## src/rtl/spi_slave_pkg.sv

```systemverilog
// Shared types for the parametrised SPI slave: FSM states, command codes,
// and the width helper used to size the payload.
package spi_slave_pkg;

  typedef enum logic [2:0] {
    ST_IDLE,
    ST_CHK_CMD,
    ST_WRITE,
    ST_READ_ADD,
    ST_READ_DATA,
    ST_TX_WAIT,
    ST_TX_SHIFT
  } state_e;

  localparam logic [1:0] CMD_WR_ADDR = 2'b00;
  localparam logic [1:0] CMD_WR_DATA = 2'b01;
  localparam logic [1:0] CMD_RD_ADDR = 2'b10;
  localparam logic [1:0] CMD_RD_DATA = 2'b11;

  function automatic int spi_max(input int a, input int b);
    return (a > b) ? a : b;
  endfunction

endpackage

```

## src/rtl/spi_tx_shifter.sv

```systemverilog
// MISO serialiser, MSB first. With SPI_PARITY_EN an even-parity bit
// is appended after the DATA_W data bits.
module spi_tx_shifter #(
  parameter int DATA_W = 8
) (
  input  logic              clk,
  input  logic              rst,
  input  logic              i_load,
  input  logic [DATA_W-1:0] i_data,
  input  logic              i_shift,
  output logic              o_bit,
  output logic              o_last
);

`ifdef SPI_PARITY_EN
  localparam int TX_W = DATA_W + 1;
`else
  localparam int TX_W = DATA_W;
`endif
  localparam int CW = $clog2(TX_W + 1);

  logic [TX_W-1:0] r_sh;
  logic [CW-1:0]   r_cnt;
  logic [TX_W-1:0] w_load_val;

`ifdef SPI_PARITY_EN
  assign w_load_val = {i_data, ^i_data};
`else
  assign w_load_val = i_data;
`endif

  always_ff @(posedge clk or posedge rst) begin
    if (rst) begin
      r_sh  <= '0;
      r_cnt <= '0;
    end else if (i_load) begin
      r_sh  <= w_load_val;
      r_cnt <= '0;
    end else if (i_shift) begin
      r_sh  <= {r_sh[TX_W-2:0], 1'b0};
      r_cnt <= r_cnt + CW'(1);
    end
  end

  assign o_bit  = r_sh[TX_W-1];
  assign o_last = (r_cnt == CW'(TX_W - 1));

endmodule

```

## src/rtl/spi_slave_param.sv

```systemverilog
// Parametrised SPI slave front-end for the single-port RAM.
// Optional frame parity in both directions under SPI_PARITY_EN.
module spi_slave_param
  import spi_slave_pkg::*;
#(
  parameter int ADDR_W = 8,
  parameter int DATA_W = 8
) (
  input  logic                               clk,
  input  logic                               rst,
  input  logic                               SS_n,
  input  logic                               MOSI,
  input  logic [DATA_W-1:0]                  tx_data,
  input  logic                               tx_valid,
  output logic                               MISO,
  output logic [spi_max(ADDR_W,DATA_W)+1:0]  rx_data,
  output logic                               rx_valid,
  output logic                               frame_err
);

  localparam int PAY_W = spi_max(ADDR_W, DATA_W);
  localparam int RX_W  = PAY_W + 2;
`ifdef SPI_PARITY_EN
  localparam int FRAME_W = RX_W + 1;
`else
  localparam int FRAME_W = RX_W;
`endif
  localparam int CNT_W = $clog2(FRAME_W + 1);

  state_e r_state, w_state_n;

  logic [FRAME_W-2:0] r_frame;
  logic [CNT_W-1:0]   r_cnt;
  logic               r_armed;

  logic [FRAME_W-1:0] w_frame;
  logic [RX_W-1:0]    w_body;
  logic [1:0]         w_cmd;
  logic               w_par_ok;
  logic               w_rx_st;
  logic               w_last;
  logic               w_ok;
  logic               w_err;
  logic               w_arm_set;
  logic               w_arm_clr;
  logic               w_load;
  logic               w_shift;
  logic               w_tx_bit;
  logic               w_tx_last;

  // Full frame as it stands once the bit on MOSI is included
  assign w_frame = {r_frame, MOSI};
  assign w_body  = w_frame[FRAME_W-1 -: RX_W];
  assign w_cmd   = w_body[RX_W-1 -: 2];
`ifdef SPI_PARITY_EN
  assign w_par_ok = ~^w_frame;
`else
  assign w_par_ok = 1'b1;
`endif

  assign w_rx_st = (r_state == ST_WRITE) ||
                   (r_state == ST_READ_ADD) ||
                   (r_state == ST_READ_DATA);
  assign w_last  = (r_cnt == CNT_W'(FRAME_W - 2));

  always_ff @(posedge clk or posedge rst) begin
    if (rst) r_state <= ST_IDLE;
    else     r_state <= w_state_n;
  end

  always_comb begin
    w_state_n = r_state;
    w_ok      = 1'b0;
    w_err     = 1'b0;
    w_arm_set = 1'b0;
    w_arm_clr = 1'b0;
    w_load    = 1'b0;
    w_shift   = 1'b0;
    unique case (r_state)
      ST_IDLE: begin
        if (!SS_n) w_state_n = ST_CHK_CMD;
      end
      ST_CHK_CMD: begin
        if (SS_n)       w_state_n = ST_IDLE;
        else if (!MOSI) w_state_n = ST_WRITE;
        else if (r_armed) w_state_n = ST_READ_DATA;
        else            w_state_n = ST_READ_ADD;
      end
      ST_WRITE, ST_READ_ADD, ST_READ_DATA: begin
        if (SS_n) begin
          w_err     = 1'b1;
          w_state_n = ST_IDLE;
        end else if (w_last) begin
          w_state_n = ST_CHK_CMD;
          if (!w_par_ok) begin
            w_err = 1'b1;
          end else if (r_state == ST_WRITE) begin
            w_ok = 1'b1;
          end else if (r_state == ST_READ_ADD) begin
            if (w_cmd == CMD_RD_DATA) begin
              w_err = 1'b1;
            end else begin
              w_ok      = 1'b1;
              w_arm_set = 1'b1;
            end
          end else begin
            w_ok = 1'b1;
            if (w_cmd == CMD_RD_DATA) begin
              w_arm_clr = 1'b1;
              w_state_n = ST_TX_WAIT;
            end
          end
        end
      end
      ST_TX_WAIT: begin
        if (SS_n) begin
          w_err     = 1'b1;
          w_state_n = ST_IDLE;
        end else if (tx_valid) begin
          w_load    = 1'b1;
          w_state_n = ST_TX_SHIFT;
        end
      end
      ST_TX_SHIFT: begin
        if (SS_n) begin
          w_err     = 1'b1;
          w_state_n = ST_IDLE;
        end else begin
          w_shift = 1'b1;
          if (w_tx_last) w_state_n = ST_IDLE;
        end
      end
      default: w_state_n = ST_IDLE;
    endcase
  end

  // Bit counter restarts on every state change so it never wraps
  always_ff @(posedge clk or posedge rst) begin
    if (rst) begin
      r_frame   <= '0;
      r_cnt     <= '0;
      r_armed   <= 1'b0;
      rx_data   <= '0;
      rx_valid  <= 1'b0;
      frame_err <= 1'b0;
    end else begin
      if (w_state_n != r_state) r_cnt <= '0;
      else if (w_rx_st)         r_cnt <= r_cnt + CNT_W'(1);
      if (r_state == ST_CHK_CMD)
        r_frame <= {{(FRAME_W-2){1'b0}}, MOSI};
      else if (w_rx_st)
        r_frame <= w_frame[FRAME_W-2:0];
      if (w_arm_set)      r_armed <= 1'b1;
      else if (w_arm_clr) r_armed <= 1'b0;
      if (w_ok) rx_data <= w_body;
      rx_valid  <= w_ok;
      frame_err <= w_err;
    end
  end

  spi_tx_shifter #(
    .DATA_W (DATA_W)
  ) u_tx (
    .clk     (clk),
    .rst     (rst),
    .i_load  (w_load),
    .i_data  (tx_data),
    .i_shift (w_shift),
    .o_bit   (w_tx_bit),
    .o_last  (w_tx_last)
  );

  assign MISO = (r_state == ST_TX_SHIFT) & w_tx_bit;

endmodule
```

## config.mk

```make
export PLATFORM = sky130hd
export DESIGN_NAME = spi_slave_param
export DESIGN_NICKNAME = d
export VERILOG_FILES = /design/src/rtl/spi_slave_pkg.sv /design/src/rtl/spi_tx_shifter.sv /design/src/rtl/spi_slave_param.sv
export SDC_FILE = /design/constraint.sdc
export NUM_CORES = 1
export LEC_CHECK = 0
export ABC_AREA = 0
export CAP_MARGIN = 10
export CORE_ASPECT_RATIO = 0.6
export CORE_UTILIZATION = 41
export DETAILED_ROUTE_END_ITERATION = 12
export DONT_BUFFER_PORTS = 1
export SYNTH_ARGS = -nofsm -noshare
export SYNTH_HDL_FRONTEND = slang
export SYNTH_SLANG_ARGS = --single-unit
```

## constraint.sdc

```tcl
create_clock -name clk -period 1.8 [get_ports clk]
set_input_delay 0.18 -clock clk [delete_from_list [all_inputs] [get_ports clk]]
set_output_delay 0.18 -clock clk [all_outputs]
set_load 0.1 [all_outputs]
```

==> flow_summary.yaml, run 1 <==
detailed_routing:
  wl_um: 4020
  routedWlPerCell_um: 15.1
  drc: 0
  drt_iter0_drc: 166
  ant_nets: 0
  drt_pass1_iterations: 5
  vias: 1453
  via_per_inst: 5.46
run_status:
  outcome: "complete, no violations"
timing:
  fmax_mhz: 564
  timing.hold.ws_ns: 0.00675
  skew_ns: 0.00568
  fin_crit_sh_pct: 98.6
  finalCriticalPeriod_ns: 1.77
  setup_tns_ns: 0
  slew_headroom_pct: 66.0
  setup_viol: 0
  drv_slew: 0
  worst-slew-pin-transition_ns: 0.504
  finalHoldViolCount: 0
cells_and_area:
  num-nets-final: 218
  diodes: 0
  syn_to_final_growth_pct: 20.4
  design_area_mm2: 0.00241
  stdcell_count: 266
  drive_above_1_share_pct: 27.1
pwr:
  power.leakage_nw: 1.11
  p_total_mw: 2.74
  powerDensity_mw_per_mm2: 1140
  vdd_ir_drop_max_mv: 0.333
grt:
  grt_max_degree: 42
  grt_use_met1_pct: 25.3
  grt_pass1_wl_um: 6670
  use_met3_pct: 4.10
  grt_overflow: 0
  antenna_found_initial: 0
  grt_pass1_vias: 1373
  grtUsageMet2_pct: 23.8
  top_usage_layer: "met1"
  grt_usage_pct: 16.9
logic_synthesis:
  ys_seq_area_share_pct: 51.2
  synth_common_cells: "dfrtp_1 (41), nand2_1 (18), mux2_1 (9)"
  yosysMostFrequentCell: "dfrtp_1"
  yosys.area.top_type: "dfrtp_1"
  syn_nets: 192
  synth.distinct_cells: 47
  ys_top_cells_by_area: "dfrtp_1 (51%), mux2_1 (5.1%), a22o_1 (3.5%)"
  yosys_most_used_dff: "dfrtp_1"
  synth_area_per_cell_um2: 11.4
  syn-instance-count: 176
  synth-async-reset-ratio_pct: 100
  synthesis.area_mm2: 0.00200
  ys_ff_latch: 41
  yosys_warnings: 0
  synth_edf_count: 0
  synth_top_area_share_pct: 51.2
job:
  maxCapViolations: 0
critical_path:
  cp_num_buf_inv: 1
  slowest_delay_ns: 0.41
  cp.required_ns: 2.02
  cp_slowest_cell: "dfrtp_1"
  arrival_ns: 1.99
  cp_cell_sequence: "inv_1, ha_2, and4bb_4, nand4_1, o311a_1, mux2i_4, nor3_2"
  crit_family: "simple AND/OR/NAND/NOR gates"
  r2r-end: "r_cnt[0]"
  r2r_setup_slack_ns: 0.03
  crit_start: "r_cnt[1]"
  cp-end-kind: "flip-flop"
  start_kind: "flip-flop"
  cp.depth: 7
  r2r_start: "r_cnt[1]"
  path_class: "reg2reg"
  rr_worst_depth: 7
  crit_path_end: "r_cnt[0]"
  crit_fanout: 5
clock_network:
  clk_pin_slew_worst_paths_ns: 0.08
  cts_buffers: 5
  clkSinkCount: 41
  htreeDepth: 2
  cts_tree: "yes"
  clk_latency_ns: 0.29
  clockBufferDepth: 2
  cts_root_buf: "clkbuf_8"
place:
  post-dp-hpwl_um: 2860
  dp_cells: 255
  portBuffers: 0
  place_area_mm2: 0.00223
  gp_congestion: 0.892
floorplan:
  die-area_mm2: 0.00518
  io_pins: 26
  rows: 19
  die_y_um: 56.1
  core_area_mm2: 0.00464
  initial_core_util_pct: 43.2
  die_x_um: 92.2
hold_path:
  hold_class: "in2reg"
[routing by layer]
layer,part of all wire [%],vias to the layer above
met1,50,719
li1,-,687
met2,44,38
met3,4.1,9
met4,1.7,0
met5,0,-
[sequential cells by signal, summed over array words and instances (netlist names)]
register / cells
u_tx.r_sh: 8
frame_err: 1
r_state: 3
rx_data: 10
u_tx.r_cnt: 4
r_cnt: 4
r_frame: 9
rx_valid: 1
r_armed: 1
[worst min path at each step]
stage              endpoint       start  slack (ns)  cells past startpoint
2_1_floorplan  u_tx.r_sh[0]  tx_data[0]        0.29                      2
3_3_place_gp     rx_data[9]         rst        0.22                      2
3_5_place_dp     rx_data[8]         rst        0.23                      2
4_1_cts        u_tx.r_sh[0]  tx_data[0]       0.004                      2
5_1_grt          r_state[1]        SS_n     -0.0001                      1
6_report       u_tx.r_sh[3]  tx_data[3]       0.007                      2
[power by group]
part	internal (mW)	switching, mW
logic	0.334	0.440
registers	1.08	0.132
clock network	0.452	0.307
[final cells by class]
class,instances,area (um2)
Clock buffer,7,86.3
Clock inverter,1,30.0
Fill cell,405,2230
Inverter,4,15.0
Multi-Input combinational cell,120,930
Sequential cell,41,1030
Tap cell,63,78.8
Timing Repair Buffer,30,243
[stage by stage]
stage | setup WS, ns | utilization, %
2_1_floorplan | 0.0240 | -
3_3_place_gp | 0.133 | 48.1
3_5_place_dp | 0.0129 | 48.1
4_1_cts | 0.00991 | 51.1
5_1_grt | -0.0440 | 52.0
6_report | 0.0258 | 52.0
[timing repair]
action	in CTS	in global routing
hold buffers	2	0
gates resized for setup	0	9
endpoints found under the setup margin	0	7
buffers inserted	0	1
hold endpoints to repair	42	0
[layout by cell type, fill, tap and decap left out, types with 2 or more instances in the layout]
cell type / synthesis / layout
a21boi_1: 1 / 2
a21oi_1: 5 / 5
a22o_1: 8 / 8
a22oi_1: 2 / 2
and4bb_4: 2 / 2
buf_4: 2 / 27
clkbuf_8: 0 / 6
dfrtp_1: 41 / 40
dlygate4sd3_1: 0 / 2
ha_1: 3 / 2
inv_1: 4 / 4
mux2_1: 9 / 9
mux2_2: 2 / 2
mux2i_1: 6 / 6
nand2_1: 18 / 18
nand2b_1: 4 / 4
nand3b_1: 2 / 2
nand4_1: 6 / 6
nor2_1: 8 / 7
nor2_2: 1 / 2
nor3_1: 6 / 2
nor3_2: 0 / 4
o21ai_0: 4 / 4
o21ai_1: 4 / 4
o21ai_2: 2 / 2
xnor2_1: 2 / 2
xor2_1: 4 / 4
[kinds of logic (layout without fill, tap and decap cells)]
logic type | count (synthesis) | after routing | synth area share (%)
multiplexers | 18 | 18 | 9.88
AO/OA/AOI/OAI | 38 | 38 | 14.3
adder cells (fa/ha/maj) | 3 | 3 | 1.88
flip-flops | 41 | 41 | 51.2
XOR/XNOR | 7 | 7 | 3.44
buffers and inverters | 15 | 42 | 4.00
AND/OR/NAND/NOR | 54 | 54 | 15.3
[worst register-to-register path: stages, from the launching register on]
cell and delay, ns:
dfrtp_1 0.41, inv_1 0.09, ha_2 0.18, and4bb_4 0.28, nand4_1 0.12, o311a_1 0.20, mux2i_4 0.24, nor3_2 0.20
Power figures use the tool's default switching activity.
==> run 2: changes to the inputs <==
--- a/config.mk
+++ b/config.mk
@@ -5,7 +5,7 @@
 export SDC_FILE = /design/constraint.sdc
 export NUM_CORES = 1
 export LEC_CHECK = 0
-export ABC_AREA = 0
+export ABC_AREA = 1
 export CAP_MARGIN = 10
 export CORE_ASPECT_RATIO = 0.6
 export CORE_UTILIZATION = 41
==> run 2 against run 1 <==
Net effect:
- flip-flop and latch count stayed put
- die area down 0.36%
- setup slack better by 0.070 ns
- first-iteration DRC count down 64%
==> flow_summary.yaml, run 2 <==
pwr:
  p_comb_share_pct: 25.9
  internal_power_mw: 1.69
  clockPowerShare_pct: 26.4
  p_total_mw: 2.54
  vdd_ir_drop_max_mv: 0.569
  powerDensity_mw_per_mm2: 1110
  power_switching_mw: 0.857
  power.leakage_nw: 1.14
  seqPwrFrac_pct: 47.7
  swShare_pct: 33.7
logic_synthesis:
  yosys_warnings: 0
  synth-async-reset-ratio_pct: 100
  syn-instance-count: 228
  synth_area_per_cell_um2: 8.75
  ys_top_cells_by_area: "dfrtp_1 (51%), nand2_1 (7.7%), inv_1 (6.4%)"
  ys_seq_area_share_pct: 51.4
  ys_ff_latch: 41
  synth.distinct_cells: 27
  synth_edf_count: 0
  synthesis.area_mm2: 0.00199
  yosys_most_used_dff: "dfrtp_1"
  yosys.area.top_type: "dfrtp_1"
  synth_common_cells: "dfrtp_1 (41), nand2_1 (41), inv_1 (34)"
  syn_nets: 244
  synth_top_area_share_pct: 51.4
timing:
  finalHoldViolCount: 0
  worst-slew-pin-transition_ns: 0.512
  setup_slack_ns: 0.0959
  skew_ns: 0.00532
  setup_viol: 0
  slew_headroom_pct: 65.9
  rsz0062_at_grt: "false"
  drv_slew: 0
  setup_tns_ns: 0
  fmax_mhz: 587
  finalCriticalPeriod_ns: 1.70
  fin_crit_sh_pct: 94.7
run_status:
  outcome: "complete, no violations"
critical_path:
  crit_family: "buffers and inverters"
  path_class: "reg2out"
  cp_cell_sequence: "buf_4, nand3_2, nor2_2, buf_4"
  cp.required_ns: 1.62
  arrival_ns: 1.52
  cp.depth: 4
  crit_fanout: 5
  rr_worst_depth: 10
  cp_num_buf_inv: 2
  crit_top_cell: "buf_4"
  cp-end-kind: "primary output"
  start_kind: "flip-flop"
  slowest_delay_ns: 0.48
  cp_slowest_cell: "dfrtp_1"
cells_and_area:
  drive_above_1_share_pct: 21.3
  largest_registers: "rx_data x10, r_frame x9, u_tx.r_sh x8"
  diodes: 0
  mostFrequentLayoutCells: "nand2_1 (41), dfrtp_1 (41), inv_1 (33), o21ai_1 (25), buf_4 (16)"
  num-nets-final: 264
  nFillCells: 458
  syn_to_final_growth_pct: 14.9
  largest_reg_flops: 10
  regMostFlops: "rx_data"
  finish.utilization_pct: 49.7
  design_area_mm2: 0.00229
grt:
  grt_pass1_vias: 1402
  grt_usage_pct: 16.9
  grt_pass1_wl_um: 6650
  antenna_found_initial: 0
  grt_max_degree: 42
  grt_overflow: 0
place:
  place_area_mm2: 0.00216
  gp_congestion: 0.852
  portBuffers: 0
  place_ws_ns: 0.170
  post-dp-hpwl_um: 2760
detailed_routing:
  wl_um: 3890
  ant_nets: 0
  via_per_inst: 4.80
  drc: 0
  drt_pass1_iterations: 4
  routedWlPerCell_um: 12.5
  drt_iter0_drc: 59
  vias: 1499
clock_network:
  clk_latency_ns: 0.29
  clkSinkCount: 41
  clk_pin_slew_worst_paths_ns: 0.08
  htreeDepth: 2
  cts_tree: "yes"
  cts_root_buf: "clkbuf_8"
  clockBufferDepth: 2
  cts_buffers: 5
hold_path:
  hold_depth: 2
  hold_class: "in2reg"
job:
  maxCapViolations: 0
floorplan:
  initial_core_util_pct: 43.2
  rows: 19
  core_area_mm2: 0.00461
  io_pins: 26
  die-area_mm2: 0.00516
  die_x_um: 92.0
  die_y_um: 56.0
run 2: changes by cell type after synthesis, sizes merged, moves of 7 or more:
cell and delta:
inv +37, nand2 +31, o21ai +26, nand3 +14, mux2 -11, a22o -8, mux2i -7, nor2 +7
o22ai +7
run 2: layout make-up:
class                      count  area, um2  share of cell area, %
inverter                      41        154                   6.71
clock inverter                 1       8.76                  0.382
timing repair buffer          18        140                   6.11
clock buffer                   7       96.3                   4.20
sequential                    41       1030                   44.8
multi-input combinational    141        788                   34.4
tap                           63       78.8                   3.44
run 2: cell families (layout without fill, tap and decap cells):
| logic type | after synthesis | after routing | share of synthesized area [%] |
|---|---|---|---|
| flops | 41 | 41 | 51.4 |
| xor+xnor | 4 | 4 | 1.76 |
| buf+inv | 46 | 67 | 9.41 |
| simple gates | 85 | 85 | 21.9 |
| compound gates | 49 | 49 | 13.6 |
| fa+ha+maj | 3 | 3 | 1.88 |
run 2: what timing repair did:
item                                    CTS  global route
setup buffers                             0             0
endpoints found under the setup margin    0             4
resized for setup                         0             2
endpoints found under the hold margin    42             0
hold buffers                              2             0
run 2: through the flow:
step,hold WS (ns),instances
3_3_place_gp,0.234,302
5_1_grt,0.0116,312
4_1_cts,0.00845,312
2_1_floorplan,0.287,228
3_5_place_dp,0.232,302
6_report,0.0148,312
run 2: path summary, 6_finish.rpt:
| check | startpoint | to | slack, ns |
|---|---|---|---|
| max in group asynchronous | rst | r_cnt[0] | 0.99 |
| worst min-delay path | MOSI | r_frame[0] | 0.01 |
| min in group asynchronous | rst | rx_data[2] | 0.45 |
| worst min register to register | rx_data[2] | rx_data[2] | 0.50 |
| worst max register to register | r_state[2] | r_cnt[3] | 0.14 |
| worst max-delay path | r_state[2] | MISO | 0.1 |
run 2: power groups by stage:
stage | logic (mW) | registers (mW) | clock network (mW)
2_1_floorplan | 0.513 | 1.24 | 0
3_3_place_gp | 0.654 | 1.22 | 0
3_5_place_dp | 0.655 | 1.23 | 0
4_1_cts | 0.661 | 1.21 | 0.700
5_1_grt | 0.765 | 1.24 | 0.734
6_report | 0.660 | 1.21 | 0.671
run 2: layer usage:
| layer | track usage (%) | part of all wire (%) |
|---|---|---|
| met5 | 0 | 0 |
| met3 | 4.92 | 5.3 |
| met4 | 5.36 | 0.62 |
| met1 | 26.4 | 56 |
| met2 | 21.9 | 38 |
==> run 3: changes to the inputs <==
--- a/config.mk
+++ b/config.mk
@@ -7,10 +7,13 @@
 export LEC_CHECK = 0
 export ABC_AREA = 1
 export CAP_MARGIN = 10
+export CELL_PAD_IN_SITES_DETAIL_PLACEMENT = 1
+export CELL_PAD_IN_SITES_GLOBAL_PLACEMENT = 1
 export CORE_ASPECT_RATIO = 0.6
 export CORE_UTILIZATION = 41
 export DETAILED_ROUTE_END_ITERATION = 12
 export DONT_BUFFER_PORTS = 1
+export PLACE_DENSITY_LB_ADDON = 0.1
 export SYNTH_ARGS = -nofsm -noshare
 export SYNTH_HDL_FRONTEND = slang
 export SYNTH_SLANG_ARGS = --single-unit
==> constraint.sdc (replaced) <==
create_clock -name clk -period 1.45 [get_ports clk]
set_input_delay 0.145 -clock clk [delete_from_list [all_inputs] [get_ports clk]]
set_output_delay 0.145 -clock clk [all_outputs]
set_load 0.1 [all_outputs]
==> run 3 against run 2 <==
Net effect:
- the run now ends with setup timing left
- largest cell class unchanged
- flip-flop and latch count is the same
- global-route usage increased by 9.0 points
- sequential share of layout area decreased by 8.9 points
- cell area increased by 25%
- clock power rose by 45%
- die area is the same
- final cell count is 13% higher
- sequential power is 26% higher
- hold slack better by 0.0061 ns
- clock-buffer cell count is the same
- critical path depth increased by 5
- clock skew is 0.0068 ns higher
==> flow_summary.yaml, run 3 (synthesis gave the netlist of run 2 again) <==
cells_and_area:
  largest_reg_flops: 10
  mostFrequentLayoutCells: "dfrtp_1 (39), buf_4 (39), inv_1 (30), nand2_1 (29), o21ai_1 (24)"
  num-nets-final: 305
  design_area_mm2: 0.00287
  syn_to_final_growth_pct: 43.7
  nFillCells: 527
  largest_registers: "rx_data x10, r_frame x9, u_tx.r_sh x8"
  drive_above_1_share_pct: 40.3
  regMostFlops: "rx_data"
  diodes: 0
  stdcell_count: 353
clock_network:
  clk_latency_ns: 0.30
  htreeDepth: 2
  clk_pin_slew_worst_paths_ns: 0.09
  cts_tree: "yes"
  cts_root_buf: "clkbuf_8"
  clkSinkCount: 41
  cts_buffers: 5
  clockBufferDepth: 2
hold_path:
  hold_class: "in2reg"
detailed_routing:
  ant_nets: 0
  wl_met2_um: 3560
  via_per_inst: 5.39
  top_layer_used: "met4"
  wl_um: 6940
  drt_iter0_drc: 99
  vias: 1904
  drt_pass1_iterations: 4
  drt-met1-wl_um: 2920
  routedWlPerCell_um: 19.7
  drc: 0
  met3RoutedLength_um: 318
critical_path:
  cp-end-kind: "flip-flop"
  path_class: "reg2reg"
  crit_fanout: 4
  start_kind: "flip-flop"
  arrival_ns: 1.87
  cp.required_ns: 1.67
floorplan:
  io_pins: 26
  die_x_um: 92.0
  die-area_mm2: 0.00516
  rows: 19
  core_area_mm2: 0.00461
  initial_core_util_pct: 43.2
  die_y_um: 56.0
timing:
  fmax_mhz: 608
  finalHoldViolCount: 0
  setup_viol: 22
  setup_tns_ns: -1.42
  worst-slew-pin-transition_ns: 0.536
  drv_slew: 0
  setup_slack_ns: -0.196
  slew_headroom_pct: 64.2
  fin_crit_sh_pct: 113
  rsz0062_at_grt: "true"
  finalCriticalPeriod_ns: 1.65
  skew_ns: 0.0122
grt:
  grt_pass1_vias: 1980
  grt_max_degree: 42
  grt_overflow: 0
  grt_usage_pct: 25.9
  grt_pass1_wl_um: 10100
  antenna_found_initial: 0
run_status:
  outcome: "finished with violations"
  violations: "setup timing"
pwr:
  powerDensity_mw_per_mm2: 1370
  vdd_ir_drop_max_mv: 0.695
  power.leakage_nw: 1.38
  p_total_mw: 3.92
place:
  place_ws_ns: -0.241
  gp_congestion: 0.811
  portBuffers: 0
  place_area_mm2: 0.00231
  dp_cells: 318
  post-dp-hpwl_um: 3770
job:
  maxCapViolations: 0
[run 3: layout make-up]
class                           instances  area, um2  share of cell area, %
Tap cell                               63       78.8                   2.75
Multi-Input combinational cell        143        966                   33.7
Clock inverter                          1       30.0                   1.05
Clock buffer                            7       86.3                   3.01
Sequential cell                        41       1030                   35.9
Inverter                               41        163                   5.68
Timing Repair Buffer                   57        513                   17.9
[run 3: worst paths after layout]
path / startpoint / to / slack [ns] / depth (start not counted)
hold / removal: MOSI / rx_data[0] / 0.02 / 2
setup reg to reg: u_tx.r_cnt[0] / r_cnt[3] / -0.20 / 9
min in group asynchronous: rst / rx_data[3] / 0.41 / 3
max in group asynchronous: rst / r_state[1] / 0.63 / 3
setup / recovery: u_tx.r_cnt[0] / r_cnt[3] / -0.20 / 9
hold reg to reg: rx_data[5] / rx_data[5] / 0.50 / 2
[run 3: power by group]
| group | switching [mW] | internal, mW | total, mW |
|---|---|---|---|
| logic | 0.915 | 0.510 | 1.43 |
| registers | 0.130 | 1.39 | 1.52 |
| clock network | 0.411 | 0.562 | 0.972 |
[run 3: critical path, cell delays in order (launching register included)]
cell	delay, ns
dfrtp_1	0.39
ha_1	0.20
nand3_1	0.15
nand2_2	0.15
nand3b_4	0.10
nor2_2	0.16
nand2_1	0.10
nand2_2	0.11
nand2_4	0.09
nor2_2	0.11
[run 3: metrics by stage]
step           utilization [%]  hold WS (ns)
2_1_floorplan                -         0.252
3_3_place_gp              50.1         0.186
3_5_place_dp              50.1         0.208
4_1_cts                   57.8        0.0162
5_1_grt                   62.1        0.0354
6_report                  62.1        0.0209
[run 3: metal layers]
metal  up-vias  global-route usage (%)
met2        53                    44.9
met1       969                    32.6
met5         -                       0
li1        867                       -
met4         0                    8.48
met3        15                    5.05
[run 3: timing repair]
action                                 CTS  global route
endpoints found under the hold margin   51             0
setup endpoints to repair               22            28
hold buffers                            11             0
setup buffers                            9             4
gates cloned                             0             3
pin swaps                               11            17
resized for setup                       19            35
